--- src/rtl/memory_port_arbiter.sv ---
// memory_port_arbiter
//   Shares a single memory request/response port between the instruction-fetch
//   requester (imem) and the load/store requester (dmem). Requests are granted
//   with dmem priority. A grant that stalls on m_req_ready is held until its
//   handshake completes. Each accepted request pushes its requester id into an
//   ordered tag FIFO. The in-order memory responses pop that FIFO and are
//   steered back to the requester that issued them, with zero latency.
//
// Optional feature (macro ARB_STARVE_GUARD_EN):
//   A saturating counter records the cycles imem loses arbitration. When it
//   reaches STARVE_LIMIT, imem wins the next unlocked selection. Without the
//   macro, dmem always has strict priority and the counter is not built.
//
// Ports:
//   clk, reset            clock (rising edge), asynchronous active-low reset
//   i_req_* / d_req_*     imem / dmem request channels (valid/ready handshake,
//                         addr, fcn 0=read 1=write, typ access mask, wdata)
//   i_res_* / d_res_*     imem / dmem response valid + data
//   m_req_*               muxed request to the memory port
//   m_res_valid/data      in-order memory responses, one per accepted request
//   err_spurious          sticky flag: response arrived with no tag outstanding
module memory_port_arbiter #(
  parameter int ADDR_W          = 32,
  parameter int DATA_W          = 32,
  parameter int MAX_OUTSTANDING = 4,
  parameter int STARVE_LIMIT    = 8
) (
  input  logic              clk,
  input  logic              reset,

  input  logic              i_req_valid,
  output logic              i_req_ready,
  input  logic [ADDR_W-1:0] i_req_addr,
  input  logic              i_req_fcn,
  input  logic [2:0]        i_req_typ,
  input  logic [DATA_W-1:0] i_req_wdata,
  output logic              i_res_valid,
  output logic [DATA_W-1:0] i_res_data,

  input  logic              d_req_valid,
  output logic              d_req_ready,
  input  logic [ADDR_W-1:0] d_req_addr,
  input  logic              d_req_fcn,
  input  logic [2:0]        d_req_typ,
  input  logic [DATA_W-1:0] d_req_wdata,
  output logic              d_res_valid,
  output logic [DATA_W-1:0] d_res_data,

  output logic              m_req_valid,
  input  logic              m_req_ready,
  output logic [ADDR_W-1:0] m_req_addr,
  output logic              m_req_fcn,
  output logic [2:0]        m_req_typ,
  output logic [DATA_W-1:0] m_req_wdata,
  input  logic              m_res_valid,
  input  logic [DATA_W-1:0] m_res_data,

  output logic              err_spurious
);

  localparam int CNT_W = $clog2(MAX_OUTSTANDING + 1);
  localparam int PTR_W = (MAX_OUTSTANDING > 1) ? $clog2(MAX_OUTSTANDING) : 1;
  localparam logic [CNT_W-1:0] CNT_MAX  = CNT_W'(MAX_OUTSTANDING);
  localparam logic [PTR_W-1:0] PTR_LAST = PTR_W'(MAX_OUTSTANDING - 1);

  // Elaboration-time parameter sanity checks.
  if (MAX_OUTSTANDING < 1 || (MAX_OUTSTANDING & (MAX_OUTSTANDING - 1)) != 0) begin : g_bad_depth
    $error("memory_port_arbiter: MAX_OUTSTANDING must be a power of two >= 1");
  end
  if (STARVE_LIMIT < 1) begin : g_bad_starve_limit
    $error("memory_port_arbiter: STARVE_LIMIT must be >= 1");
  end

  typedef enum logic {
    REQ_IMEM = 1'b0,
    REQ_DMEM = 1'b1
  } req_id_t;

  typedef enum logic [1:0] {
    GRANT_OPEN      = 2'd0,
    GRANT_HELD_IMEM = 2'd1,
    GRANT_HELD_DMEM = 2'd2
  } grant_state_t;

  grant_state_t               grant_state, grant_next;
  req_id_t                    sel;
  logic                       sel_valid;
  logic                       handshake;
  logic                       push, pop;
  logic                       force_imem;

  logic [CNT_W-1:0]           count;
  logic [PTR_W-1:0]           wr_ptr, rd_ptr;
  logic [MAX_OUTSTANDING-1:0] tag_mem;

  // Requester selection, issue gating and the grant-hold state machine.
  // A held grant overrides both the normal priority and the starvation guard,
  // so the payload on m_req_* stays stable while memory back-pressures.
  always_comb begin
    sel        = d_req_valid ? REQ_DMEM : REQ_IMEM;
    grant_next = GRANT_OPEN;

    if (force_imem) begin
      sel = REQ_IMEM;
    end

    case (grant_state)
      GRANT_HELD_IMEM: sel = REQ_IMEM;
      GRANT_HELD_DMEM: sel = REQ_DMEM;
      default:         ;
    endcase

    sel_valid = (sel == REQ_DMEM) ? d_req_valid : i_req_valid;

    // Full check uses the registered count, so a same-cycle pop does not free
    // a slot until the following cycle.
    m_req_valid = reset && sel_valid && (count < CNT_MAX);
    handshake   = m_req_valid && m_req_ready;

    i_req_ready = handshake && (sel == REQ_IMEM);
    d_req_ready = handshake && (sel == REQ_DMEM);

    if (sel == REQ_DMEM) begin
      m_req_addr  = d_req_addr;
      m_req_fcn   = d_req_fcn;
      m_req_typ   = d_req_typ;
      m_req_wdata = d_req_wdata;
    end else begin
      m_req_addr  = i_req_addr;
      m_req_fcn   = i_req_fcn;
      m_req_typ   = i_req_typ;
      m_req_wdata = i_req_wdata;
    end

    if (m_req_valid && !m_req_ready) begin
      grant_next = (sel == REQ_DMEM) ? GRANT_HELD_DMEM : GRANT_HELD_IMEM;
    end
  end

  always_ff @(posedge clk or negedge reset) begin
    if (!reset) begin
      grant_state <= GRANT_OPEN;
    end else begin
      grant_state <= grant_next;
    end
  end

  // Response steering: the head tag names the requester that owns the
  // response currently on m_res_*.
  assign push        = handshake;
  assign pop         = reset && m_res_valid && (count != '0);
  assign i_res_valid = pop && !tag_mem[rd_ptr];
  assign d_res_valid = pop &&  tag_mem[rd_ptr];
  assign i_res_data  = m_res_data;
  assign d_res_data  = m_res_data;

  // Ordered tag FIFO plus the sticky spurious-response flag. Reset discards
  // every outstanding tag, so late responses are reported as spurious.
  always_ff @(posedge clk or negedge reset) begin
    if (!reset) begin
      count        <= '0;
      wr_ptr       <= '0;
      rd_ptr       <= '0;
      tag_mem      <= '0;
      err_spurious <= 1'b0;
    end else begin
      if (push) begin
        tag_mem[wr_ptr] <= sel;
        wr_ptr          <= (wr_ptr == PTR_LAST) ? '0 : wr_ptr + PTR_W'(1);
      end
      if (pop) begin
        rd_ptr <= (rd_ptr == PTR_LAST) ? '0 : rd_ptr + PTR_W'(1);
      end
      if (push && !pop) begin
        count <= count + CNT_W'(1);
      end else if (pop && !push) begin
        count <= count - CNT_W'(1);
      end
      if (m_res_valid && (count == '0)) begin
        err_spurious <= 1'b1;
      end
    end
  end

`ifdef ARB_STARVE_GUARD_EN
  localparam int STV_W = $clog2(STARVE_LIMIT + 1);
  localparam logic [STV_W-1:0] STARVE_MAX = STV_W'(STARVE_LIMIT);

  logic [STV_W-1:0] starve_cnt;

  // Counts cycles imem is waiting while the selection points at dmem. The
  // count saturates, and it clears only when imem actually handshakes. This
  // keeps the boost active across full-FIFO cycles until the grant lands.
  always_ff @(posedge clk or negedge reset) begin
    if (!reset) begin
      starve_cnt <= '0;
    end else if (i_req_ready) begin
      starve_cnt <= '0;
    end else if (i_req_valid && (sel == REQ_DMEM) && (starve_cnt != STARVE_MAX)) begin
      starve_cnt <= starve_cnt + STV_W'(1);
    end
  end

  assign force_imem = i_req_valid && (starve_cnt == STARVE_MAX);
`else
  assign force_imem = 1'b0;
`endif

endmodule
--- config.mk ---
export PLATFORM = sky130hd
export DESIGN_NAME = memory_port_arbiter
export DESIGN_NICKNAME = d
export VERILOG_FILES = /design/src/rtl/memory_port_arbiter.sv
export SDC_FILE = /design/constraint.sdc
export NUM_CORES = 1
export LEC_CHECK = 0
export CAP_MARGIN = 10
export CELL_PAD_IN_SITES_DETAIL_PLACEMENT = 0
export CELL_PAD_IN_SITES_GLOBAL_PLACEMENT = 1
export CORE_MARGIN = 1
export CORE_UTILIZATION = 14
export DETAILED_ROUTE_END_ITERATION = 8
export PLACE_DENSITY = 0.85
export REMOVE_ABC_BUFFERS = 1
export SYNTH_ARGS = -nofsm -noshare
export SYNTH_HDL_FRONTEND = slang
export SYNTH_SLANG_ARGS = --single-unit
--- constraint.sdc ---
create_clock -name clk -period 3.6 [get_ports clk]
set_clock_uncertainty 0.1 [all_clocks]
set_input_delay 0.36 -clock clk [delete_from_list [all_inputs] [get_ports clk]]
set_output_delay 0.36 -clock clk [all_outputs]
set_load 0.02 [all_outputs]
==> insert_results.sql, run 1 <==
INSERT INTO impl_metrics (metric_group, metric, value, unit) VALUES
('final_layout', 'filler_cell_count', '1556', ''),
('routing', 'first_pass_iters', '8', ''),
('setup_path', 'arrival_worst_endpoint', '2.56', 'ns'),
('clock_tree', 'number_of_buffers_added_by_the_clock_tree_synthesis_step', '3', ''),
('sta', 'setup_ws', '0.5828', 'ns'),
('floorplanning', 'placementRows', '44', ''),
('pwr', 'clockPowerShare', '0.140', ''),
('synthesis', 'synthTopCellsByCount', '207 x nand2_1, 64 x buf_4, 14 x dfrtp_1', ''),
('clock_tree', 'cts.path.max_buffers', '2', ''),
('placement', 'buffer_ports.inserted', '215', ''),
('min_path', 'hold_class', 'primary input to async pin', ''),
('sta', 'relSlewSlack', '0.6317', ''),
('sta', 'final.period_utilization', '0.8381', ''),
('synthesis', 'synthMostInstantiatedCell', 'nand2_1', ''),
('routing', 'remaining_antenna_violation_count_after_routing', '0', ''),
('synthesis', 'syn_area_per_cell', '5.993', 'sq um'),
('global_routing', 'first_global_vias', '2576', ''),
('synthesis', 'post-synth-top-area-fraction', '0.3632', ''),
('synthesis', 'synthDistinctLibCells', '29', ''),
('clock_tree', 'post_cts_resize_count', '0', ''),
('synthesis', 'cell_count_after_synthesis', '357', ''),
('clock_tree', 'ctsHtreeMaxLevel', '1', ''),
('floorplanning', 'core_region_area', '14700', 'sq um'),
('synthesis', 'netlist_area_before_placement', '2140', 'sq um'),
('routing', 'drcViolationCount', '6', ''),
('sta', 'drv_slew', '0', ''),
('setup_path', 'crit_slowest_cell', 'clkdlybuf4s50_1', ''),
('pwr', 'power_per_cell_area', '356.6', 'nW/um^2'),
('setup_path', 'critical_path.max_fanout', '52', ''),
('clock_tree', 'postCtsSetupBuffers', '0', ''),
('placement', 'detailedPlace.worstSlack', '0.7634', 'ns'),
('clock_tree', 'tritoncts_num_sinks', '14', ''),
('final_layout', 'layout.nets', '685', ''),
('sta', 'report.final.setup_viol', '0', ''),
('global_routing', 'grt_use_total', '0.1220', ''),
('final_layout', 'final_antenna_diode_count', '0', ''),
('floorplanning', 'io_pins', '312', ''),
('setup_path', 'worstSetupStartpointType', 'flop', ''),
('pwr', 'final_total_power', '1466', 'uW'),
('clock_tree', 'clock_insertion_delay_worst_skew', '0.24', 'ns'),
('setup_path', 'cp_slowest_stage_delay', '0.61', 'ns'),
('pwr', 'p_leak', '0.001885', 'uW'),
('pwr', 'worst_ir_drop_vdd', '0.0001345', 'V'),
('floorplanning', 'fp.dieH', '125.6', 'um'),
('setup_path', 'critical-path-top-cell-by-count', 'nand2_1', ''),
('clock_tree', 'cts_hold_buffers', '0', ''),
('pwr', 'power.sequential.fraction', '0.194', ''),
('final_layout', 'utilization', '0.2797', ''),
('final_layout', 'drive_gt1_frac', '0.04391', ''),
('pwr', 'p_comb_frac', '0.666', ''),
('setup_path', 'critPathBufInv', '3', ''),
('flow_run', 'cap_viol_max_count', '0', ''),
('floorplanning', 'die_area', '15780', 'sq um'),
('final_layout', 'area_growth_syn_to_layout', '92.16', '%'),
('setup_path', 'critical_path.top_delay_family', 'buffers and inverters', ''),
('placement', 'place.detailed.hpwl', '8326', 'um'),
('clock_tree', 'cts_tree', 'done', ''),
('placement', 'place.gp.congestion', '0.7585', ''),
('synthesis', 'ys_async_sr_fraction', '1.000', ''),
('run_status', 'outcome', 'finished, violations left', ''),
('routing', 'drt_wl_total', '10400', 'um'),
('setup_path', 'critical_path_required', '3.14', 'ns'),
('pwr', 'p_switching', '581.0', 'uW'),
('sta', 'final.setup.tns', '0', 'ns'),
('synthesis', 'yosys_warnings', '0', ''),
('clock_tree', 'cts.reportedPaths.clkPinSlew', '0.05', 'ns'),
('sta', 'fin_hold_viols', '0', ''),
('global_routing', 'grt_start_max_net_pins', '56', ''),
('run_status', 'failed_checks', 'DRC', ''),
('synthesis', 'yosys.area.top_type', 'nand2_1', ''),
('routing', 'wl_per_cell', '15.18', 'um');
## state kept, by name, summed over array words and instances, names as in the netlist
register,count
tag_mem,4
count,3
grant_state,2
rd_ptr,2
wr_ptr,2
err_spurious,1
## cell families after synthesis
group	share of synthesized area
adder cells (fa/ha/maj)	0.05029
multiplexers	0.03509
AO/OA/AOI/OAI	0.03742
AND/OR/NAND/NOR	0.4345
XOR/XNOR	0.01228
buffers and inverters	0.2667
flip-flops	0.1637
## worst reg2reg max path: cells and delay by family (launching register included)
kind | cells | cell delay, ns
mux | 1 | 0.27
compound gates | 1 | 0.31
buf+inv | 3 | 0.18
simple gates | 2 | 0.41
flops | 1 | 0.32
fa+ha+maj | 3 | 1.01
## final cells by class
| type | instances | area, sq um | area share |
|---|---|---|---|
| inverters | 6 | 25.02 | 0.006086 |
| well taps | 184 | 230.2 | 0.05600 |
| multi-input cells | 258 | 1229 | 0.2988 |
| flip-flops and latches | 14 | 350.3 | 0.08521 |
| repair buffers | 220 | 2202 | 0.5356 |
| clock buffers | 3 | 75.07 | 0.01826 |
## placed cells by master (no fill, tap or decap), types with 2 or more instances in the layout
cell	instances
mux2_2	2
o31ai_1	3
nand4_1	4
mux2_4	2
nor3_1	4
nand3b_1	2
a21o_1	2
dfrtp_1	14
ha_1	7
clkdlybuf4s50_1	215
xor2_1	2
nor2_1	5
buf_4	4
inv_1	5
o21ai_0	5
clkbuf_16	3
nor2b_1	2
nand2_1	206
## routing by layer
layer | vias up | global-route usage | share of wire
met5 | - | 0.05263 | 0.0049
met4 | 2 | 0.01650 | 0.0034
met3 | 4 | 0.08071 | 0.15
met2 | 199 | 0.1856 | 0.45
met1 | 1195 | 0.1406 | 0.39
li1 | 1324 | - | -
## per-stage QoR
| step | hold slack [ns] | cell area, sq um | std cells |
|---|---|---|---|
| after global placement | 0.3417 | 4036 | 682 |
| after floorplan | -0.03559 | 1594 | 278 |
| final | 0.3709 | 4111 | 685 |
| after detailed placement | 0.3580 | 4036 | 682 |
| after global routing | 0.3865 | 4111 | 685 |
| after CTS | 0.3679 | 4111 | 685 |
## worst paths after layout
check,from,to,slack [ns],cells after the start
max,grant_state[0],m_req_addr[25],0.58,8
min,reset,count[2],0.37,2
max reg2reg,grant_state[0],count[1],0.89,10
min reg2reg,err_spurious,err_spurious,0.38,1
max in group asynchronous,reset,wr_ptr[1],2.86,2
min in group clk,err_spurious,err_spurious,0.38,1
## power groups by stage
stage,sequential [uW],clock (uW),combinational [uW]
3_5_place_dp,289,0,983
5_1_grt,298,216,1060
4_1_cts,286,208,987
6_report,285,205,976
3_3_place_gp,285,0,969
2_1_floorplan,279,0,486
No activity file was read; power rests on OpenSTA's default activity.
==> run 2: changes to the inputs <==
- CORE_UTILIZATION: 14 -> 13
- PLACE_DENSITY: 0.85 -> 0.8
- clock period: 3.6 -> 3 ns (I/O delays scaled with it)
==> insert_results.sql, run 2 (synthesis gave the netlist of run 1 again) <==
INSERT INTO impl_metrics (metric_group, metric, value, unit) VALUES
('sta', 'fin_hold_viols', '0', ''),
('final_layout', 'most_frequent_standard_cell_in_the_layout_excluding_fill_and_tap_cells', 'clkdlybuf4s50_1', ''),
('global_routing', 'first_global_vias', '2512', ''),
('final_layout', 'final_antenna_diode_count', '0', ''),
('setup_path', 'critical_path.max_fanout', '57', ''),
('pwr', 'worst_ir_drop_vdd', '0.0001727', 'V'),
('routing', 'drt_wl_total', '10560', 'um'),
('final_layout', 'registers.top_by_ff_count', 'tag_mem', ''),
('routing', 'drcViolationCount', '0', ''),
('min_path', 'hold_class', 'primary input to async pin', ''),
('placement', 'detailedPlace.worstSlack', '0.3294', 'ns'),
('placement', 'postPlaceCellArea', '4096', 'sq um'),
('floorplanning', 'io_pins', '312', ''),
('floorplanning', 'die_w', '130.3', 'um'),
('clock_tree', 'number_of_buffers_added_by_the_clock_tree_synthesis_step', '3', ''),
('sta', 'relSlewSlack', '0.7893', ''),
('final_layout', 'largest_reg_flops', '4', ''),
('global_routing', 'grt_start_max_net_pins', '58', ''),
('pwr', 'p_leak', '0.001895', 'uW'),
('sta', 'finalHoldWorstSlack', '0.3507', 'ns'),
('sta', 'drv_slew', '0', ''),
('setup_path', 'arrival_worst_endpoint', '2.40', 'ns'),
('pwr', 'power_per_cell_area', '422.1', 'nW/um^2'),
('clock_tree', 'ctsHtreeMaxLevel', '1', ''),
('clock_tree', 'tritoncts_num_sinks', '14', ''),
('floorplanning', 'die_area', '16980', 'sq um'),
('clock_tree', 'cts.path.max_buffers', '2', ''),
('sta', 'worst_pin_slew', '0.3161', 'ns'),
('run_status', 'outcome', 'finished, final reports clean', ''),
('global_routing', 'global_route_wire_length_before_repair', '14750', 'um'),
('setup_path', 'timing_worst_setup_path_type', 'flop to output port', ''),
('final_layout', 'area_growth_syn_to_layout', '94.97', '%'),
('final_layout', 'layout_common_cells', '215 x clkdlybuf4s50_1, 206 x nand2_1, 14 x dfrtp_1', ''),
('global_routing', 'grt_antenna_before_repair', '0', ''),
('final_layout', 'finalInstanceArea', '4172', 'sq um'),
('setup_path', 'crit_path_end_kind', 'output port', ''),
('final_layout', 'largestRegisters', 'tag_mem (4), count (3)', ''),
('routing', 'num_vias', '2673', ''),
('clock_tree', 'postCtsSetupBuffers', '0', ''),
('flow_run', 'cap_viol_max_count', '0', ''),
('floorplanning', 'initial_core_util', '0.1337', ''),
('clock_tree', 'clock_insertion_delay_worst_skew', '0.24', 'ns'),
('routing', 'first_pass_iters', '4', ''),
('routing', 'wl_per_cell', '14.70', 'um'),
('routing', 'remaining_antenna_violation_count_after_routing', '0', ''),
('setup_path', 'worstSetupStartpointType', 'flop', ''),
('floorplanning', 'core_region_area', '16000', 'sq um'),
('final_layout', 'drive_gt1_frac', '0.04582', ''),
('sta', 'report.final.setup_viol', '0', ''),
('sta', 'setup_repair_after_global_routing_missed_its_margin', 'no', ''),
('placement', 'buffer_ports.inserted', '215', ''),
('clock_tree', 'cts_tree', 'done', ''),
('clock_tree', 'cts_hold_buffers', '0', ''),
('floorplanning', 'placementRows', '46', ''),
('sta', 'finalCriticalPeriod', '2.797', 'ns'),
('clock_tree', 'cts_root_buf', 'clkbuf_16', ''),
('routing', 'initialDrtViolationCount', '109', ''),
('clock_tree', 'post_cts_resize_count', '0', ''),
('clock_tree', 'cts.reportedPaths.clkPinSlew', '0.04', 'ns'),
('pwr', 'final_total_power', '1761', 'uW'),
('global_routing', 'global_route.overflow_total', '0', ''),
('setup_path', 'critical_path_required', '2.60', 'ns'),
('floorplanning', 'fp.dieH', '130.3', 'um'),
('sta', 'fmax', '357.5', 'MHz'),
('global_routing', 'grt_use_total', '0.1174', ''),
('placement', 'place.detailed.hpwl', '8648', 'um'),
('sta', 'setup_ws', '0.2027', 'ns'),
('placement', 'place.gp.congestion', '0.7282', ''),
('final_layout', 'layout.nets', '686', ''),
('sta', 'final.period_utilization', '0.9324', ''),
('routing', 'via_per_inst', '3.723', '');
==> run 2: final cells by class <==
cell class / count / area (sq um)
multi-input cells: 258 / 1229
repair buffers: 221 / 2222
clock buffers: 3 / 75.07
flip-flops and latches: 14 / 350.3
fillers: 1801 / 11830
well taps: 216 / 270.3
inverters: 6 / 25.02
==> run 2: worst max-delay path, cell delays in order (launching register included) <==
cell and delay (ns):
dfrtp_1 0.36, ha_1 0.40, nor2b_1 0.12, a21oi_4 0.16, buf_12 0.24, nand2_1 0.13
nand2_1 0.08, clkdlybuf4s50_1 0.60
==> run 2: stage by stage <==
step | TNS (ns) | instances | util
4_1_cts | 0 | 718 | 0.2607
2_1_floorplan | -0.006066 | 278 | -
3_5_place_dp | 0 | 715 | 0.2560
3_3_place_gp | 0 | 715 | 0.2560
5_1_grt | 0 | 718 | 0.2607
6_report | 0 | 718 | 0.2607
==> run 2: metal layers <==
| metal | wire [um] | part of all wire | vias to the layer above | GRT usage |
|---|---|---|---|---|
| met5 | 43 | 0.0041 | - | 0.04706 |
| met4 | 65 | 0.0062 | 2 | 0.02189 |
| met3 | 1543 | 0.15 | 9 | 0.08364 |
| met2 | 4362 | 0.41 | 184 | 0.1571 |
| met1 | 4540 | 0.43 | 1155 | 0.1468 |
| li1 | - | - | 1323 | - |
==> run 2: final timing paths <==
check                                 endpoint      startpoint  depth (start not counted)  slack, ns
worst max-delay path            m_req_addr[24]  grant_state[1]                          7       0.20
worst min-delay path                 rd_ptr[0]           reset                          2       0.35
worst max register to register        count[1]  grant_state[0]                         10       0.35
worst min register to register    err_spurious    err_spurious                          1       0.37
max in group asynchronous             count[1]           reset                          2       2.28
min in group clk                  err_spurious    err_spurious                          1       0.37
==> run 2: where the power goes <==
group	switching [uW]	internal (uW)
clock network	72.8	174
registers	69.9	271
logic	549	625
total	691	1070
==> run 3: changes to the inputs <==
--- a/config.mk
+++ b/config.mk
@@ -8,8 +8,6 @@
 export CAP_MARGIN = 10
-export CELL_PAD_IN_SITES_DETAIL_PLACEMENT = 0
-export CELL_PAD_IN_SITES_GLOBAL_PLACEMENT = 1
-export CORE_MARGIN = 1
-export CORE_UTILIZATION = 13
+export CORE_AREA = 2 2 120 122
 export DETAILED_ROUTE_END_ITERATION = 8
-export PLACE_DENSITY = 0.8
+export DIE_AREA = 0 0 122 124
+export PLACE_DENSITY = 0.57
 export REMOVE_ABC_BUFFERS = 1
==> constraint.sdc (replaced) <==
create_clock -name clk -period 3 [get_ports clk]
set_clock_uncertainty 0.1 [all_clocks]
set_input_delay 0.9 -clock clk [delete_from_list [all_inputs] [get_ports clk]]
set_output_delay 0.9 -clock clk [all_outputs]
set_load 0.02 [all_outputs]
==> insert_results.sql, run 3 (synthesis gave the netlist of run 1 again) <==
INSERT INTO impl_metrics (metric_group, metric, value, unit) VALUES
('pwr', 'p_comb_frac', '0.669', ''),
('final_layout', 'most_frequent_standard_cell_in_the_layout_excluding_fill_and_tap_cells', 'nand2_1', ''),
('setup_path', 'timing.reg2reg.setup_slack', '0.45', 'ns'),
('routing', 'via_per_inst', '4.084', ''),
('pwr', 'p_leak', '0.002111', 'uW'),
('sta', 'fmax', '338.8', 'MHz'),
('setup_path', 'critical_path.reg2reg.startpoint', 'grant_state[1]', ''),
('sta', 'worst_pin_slew', '0.2400', 'ns'),
('clock_tree', 'clock_insertion_delay_worst_skew', '0.24', 'ns'),
('setup_path', 'crit_path_end_kind', 'output port', ''),
('pwr', 'power_per_cell_area', '429.3', 'nW/um^2'),
('global_routing', 'grt_use_total', '0.1358', ''),
('routing', 'drt_wl_total', '11660', 'um'),
('setup_path', 'cp_slowest_stage_delay', '0.22', 'ns'),
('final_layout', 'layout.nets', '705', ''),
('floorplanning', 'die_area', '15130', 'sq um'),
('routing', 'routed-wl-met3', '1778', 'um'),
('sta', 'final.setup.tns', '0', 'ns'),
('placement', 'place.gp.congestion', '0.7365', ''),
('pwr', 'power.switching_fraction', '0.4088', ''),
('final_layout', 'drive_gt1_frac', '0.2265', ''),
('setup_path', 'timing.rr.end', 'count[2]', ''),
('floorplanning', 'core_region_area', '13720', 'sq um'),
('pwr', 'clockPowerShare', '0.137', ''),
('final_layout', 'final_antenna_diode_count', '0', ''),
('floorplanning', 'fp.dieH', '124', 'um'),
('routing', 'num_vias', '2863', ''),
('setup_path', 'critical_path.top_delay_family', 'buffers and inverters', ''),
('sta', 'finalHoldWorstSlack', '0.3689', 'ns'),
('setup_path', 'timing_worst_setup_path_type', 'primary input to output port', ''),
('clock_tree', 'cts_hold_buffers', '0', ''),
('floorplanning', 'initial_core_util', '0.1560', ''),
('routing', 'first_pass_iters', '4', ''),
('sta', 'drv_slew', '0', ''),
('final_layout', 'registers.top_by_ff_count', 'tag_mem', ''),
('routing', 'drcViolationCount', '0', ''),
('sta', 'final.period_utilization', '0.9838', ''),
('sta', 'relSlewSlack', '0.8388', ''),
('flow_run', 'cap_viol_max_count', '0', ''),
('setup_path', 'arrival_worst_endpoint', '1.95', 'ns'),
('setup_path', 'critical_path.max_fanout', '11', ''),
('global_routing', 'first_global_vias', '2621', ''),
('min_path', 'hold_class', 'flop to flop', ''),
('setup_path', 'crit_slowest_cell', 'clkdlybuf4s15_2', ''),
('setup_path', 'critical_path_required', '2.00', 'ns'),
('routing', 'remaining_antenna_violation_count_after_routing', '0', ''),
('clock_tree', 'cts.reportedPaths.clkPinSlew', '0.04', 'ns'),
('clock_tree', 'cts_tree', 'done', ''),
('floorplanning', 'io_pins', '312', ''),
('routing', 'wl_per_cell', '16.63', 'um'),
('placement', 'buffer_ports.inserted', '215', ''),
('sta', 'setup_repair_after_global_routing_missed_its_margin', 'no', ''),
('final_layout', 'largestRegisters', 'tag_mem (4), count (3)', ''),
('sta', 'report.final.setup_viol', '0', ''),
('global_routing', 'global_route_wire_length_before_repair', '15300', 'um'),
('clock_tree', 'number_of_buffers_added_by_the_clock_tree_synthesis_step', '3', ''),
('final_layout', 'area_growth_syn_to_layout', '94.68', '%'),
('setup_path', 'worstSetupStartpointType', 'primary input', ''),
('pwr', 'power.internal', '1057', 'uW'),
('floorplanning', 'placementRows', '43', ''),
('run_status', 'outcome', 'finished, final reports clean', ''),
('final_layout', 'largest_reg_flops', '4', ''),
('setup_path', 'cp_cell_sequence', 'clkdlybuf4s15_2, a21oi_4, buf_12, buf_12, buf_16, nand2_1, nand2_1, buf_2', ''),
('sta', 'fin_hold_viols', '0', ''),
('floorplanning', 'die_w', '122', 'um'),
('placement', 'place.detailed.hpwl', '8854', 'um'),
('routing', 'initialDrtViolationCount', '133', ''),
('routing', 'met1Wirelength', '4639', 'um'),
('clock_tree', 'ctsHtreeMaxLevel', '1', ''),
('setup_path', 'setup.worst_path.end', 'm_req_addr[10]', ''),
('setup_path', 'reg2regPathDepth', '11', ''),
('final_layout', 'layout_common_cells', '206 x nand2_1, 138 x clkdlybuf4s50_1, 44 x buf_2', ''),
('global_routing', 'grt_antenna_before_repair', '0', ''),
('pwr', 'p_switching', '730.9', 'uW'),
('routing', 'top_signal_layer_used', 'met5', ''),
('pwr', 'power.sequential.fraction', '0.194', ''),
('routing', 'total_length_of_routed_met2_wires', '5066', 'um'),
('sta', 'finalCriticalPeriod', '2.951', 'ns'),
('global_routing', 'global_route.overflow_total', '0', ''),
('setup_path', 'path_depth', '8', ''),
('setup_path', 'worst_setup_path_startpoint', 'd_req_valid', ''),
('global_routing', 'grt_start_max_net_pins', '31', ''),
('setup_path', 'critPathBufInv', '5', ''),
('clock_tree', 'cts_root_buf', 'clkbuf_16', ''),
('pwr', 'worst_ir_drop_vdd', '0.0002103', 'V'),
('clock_tree', 'cts.path.max_buffers', '2', ''),
('clock_tree', 'tritoncts_num_sinks', '14', '');
-- run 3: power by group through the flow --
stage | Sequential (uW) | Clock (uW) | Combinational, uW
final | 346 | 245 | 1200
after floorplan | 334 | 0 | 583
after detailed placement | 344 | 0 | 1210
after CTS | 345 | 249 | 1180
after global placement | 341 | 0 | 1190
after global routing | 360 | 264 | 1290
-- run 3: per-layer routing --
metal | vias up | track usage
met2 | 208 | 0.1948
met1 | 1276 | 0.1647
met4 | 4 | 0.01652
met5 | - | 0.07639
li1 | 1367 | -
met3 | 8 | 0.09432
-- run 3: how the worst min path moves through the flow --
stage | cells after the start | start | slack, ns | endpoint
finish | 1 | err_spurious | 0.37 | err_spurious
global route | 1 | err_spurious | 0.38 | err_spurious
CTS | 1 | err_spurious | 0.37 | err_spurious
detailed placement | 1 | err_spurious | 0.35 | err_spurious
global placement | 1 | err_spurious | 0.34 | err_spurious
floorplan | 2 | tag_mem[3] | 0.36 | tag_mem[3]
-- run 3: layout make-up --
type	instances	area, sq um
inverters	6	25.02
repair buffers	240	2241
flip-flops and latches	14	350.3
clock buffers	3	75.07
multi-input cells	258	1249
fillers	1498	9554
well taps	180	225.2
-- run 3: repair_timing --
item | in CTS | in global routing
endpoints found under the setup margin | 73 | 44
gates cloned | 4 | 1
gates resized for setup | 288 | 28
setup buffers | 4 | 1
pin swaps | 2 | 3
hold endpoints to repair | 0 | 0
-- run 3: through the flow --
step                      setup WS (ns)  utilization  std cells  power [uW]  area [sq um]
after floorplan                 -0.8165            -        278       917.6          1594
after global placement          -0.6732       0.3021        688        1533          4144
after detailed placement        -0.6811       0.3021        688        1549          4144
after CTS                      0.001187       0.3010        699        1776          4130
after global routing          0.0002782       0.3036        701        1915          4165
final                           0.04859       0.3036        701        1788          4165
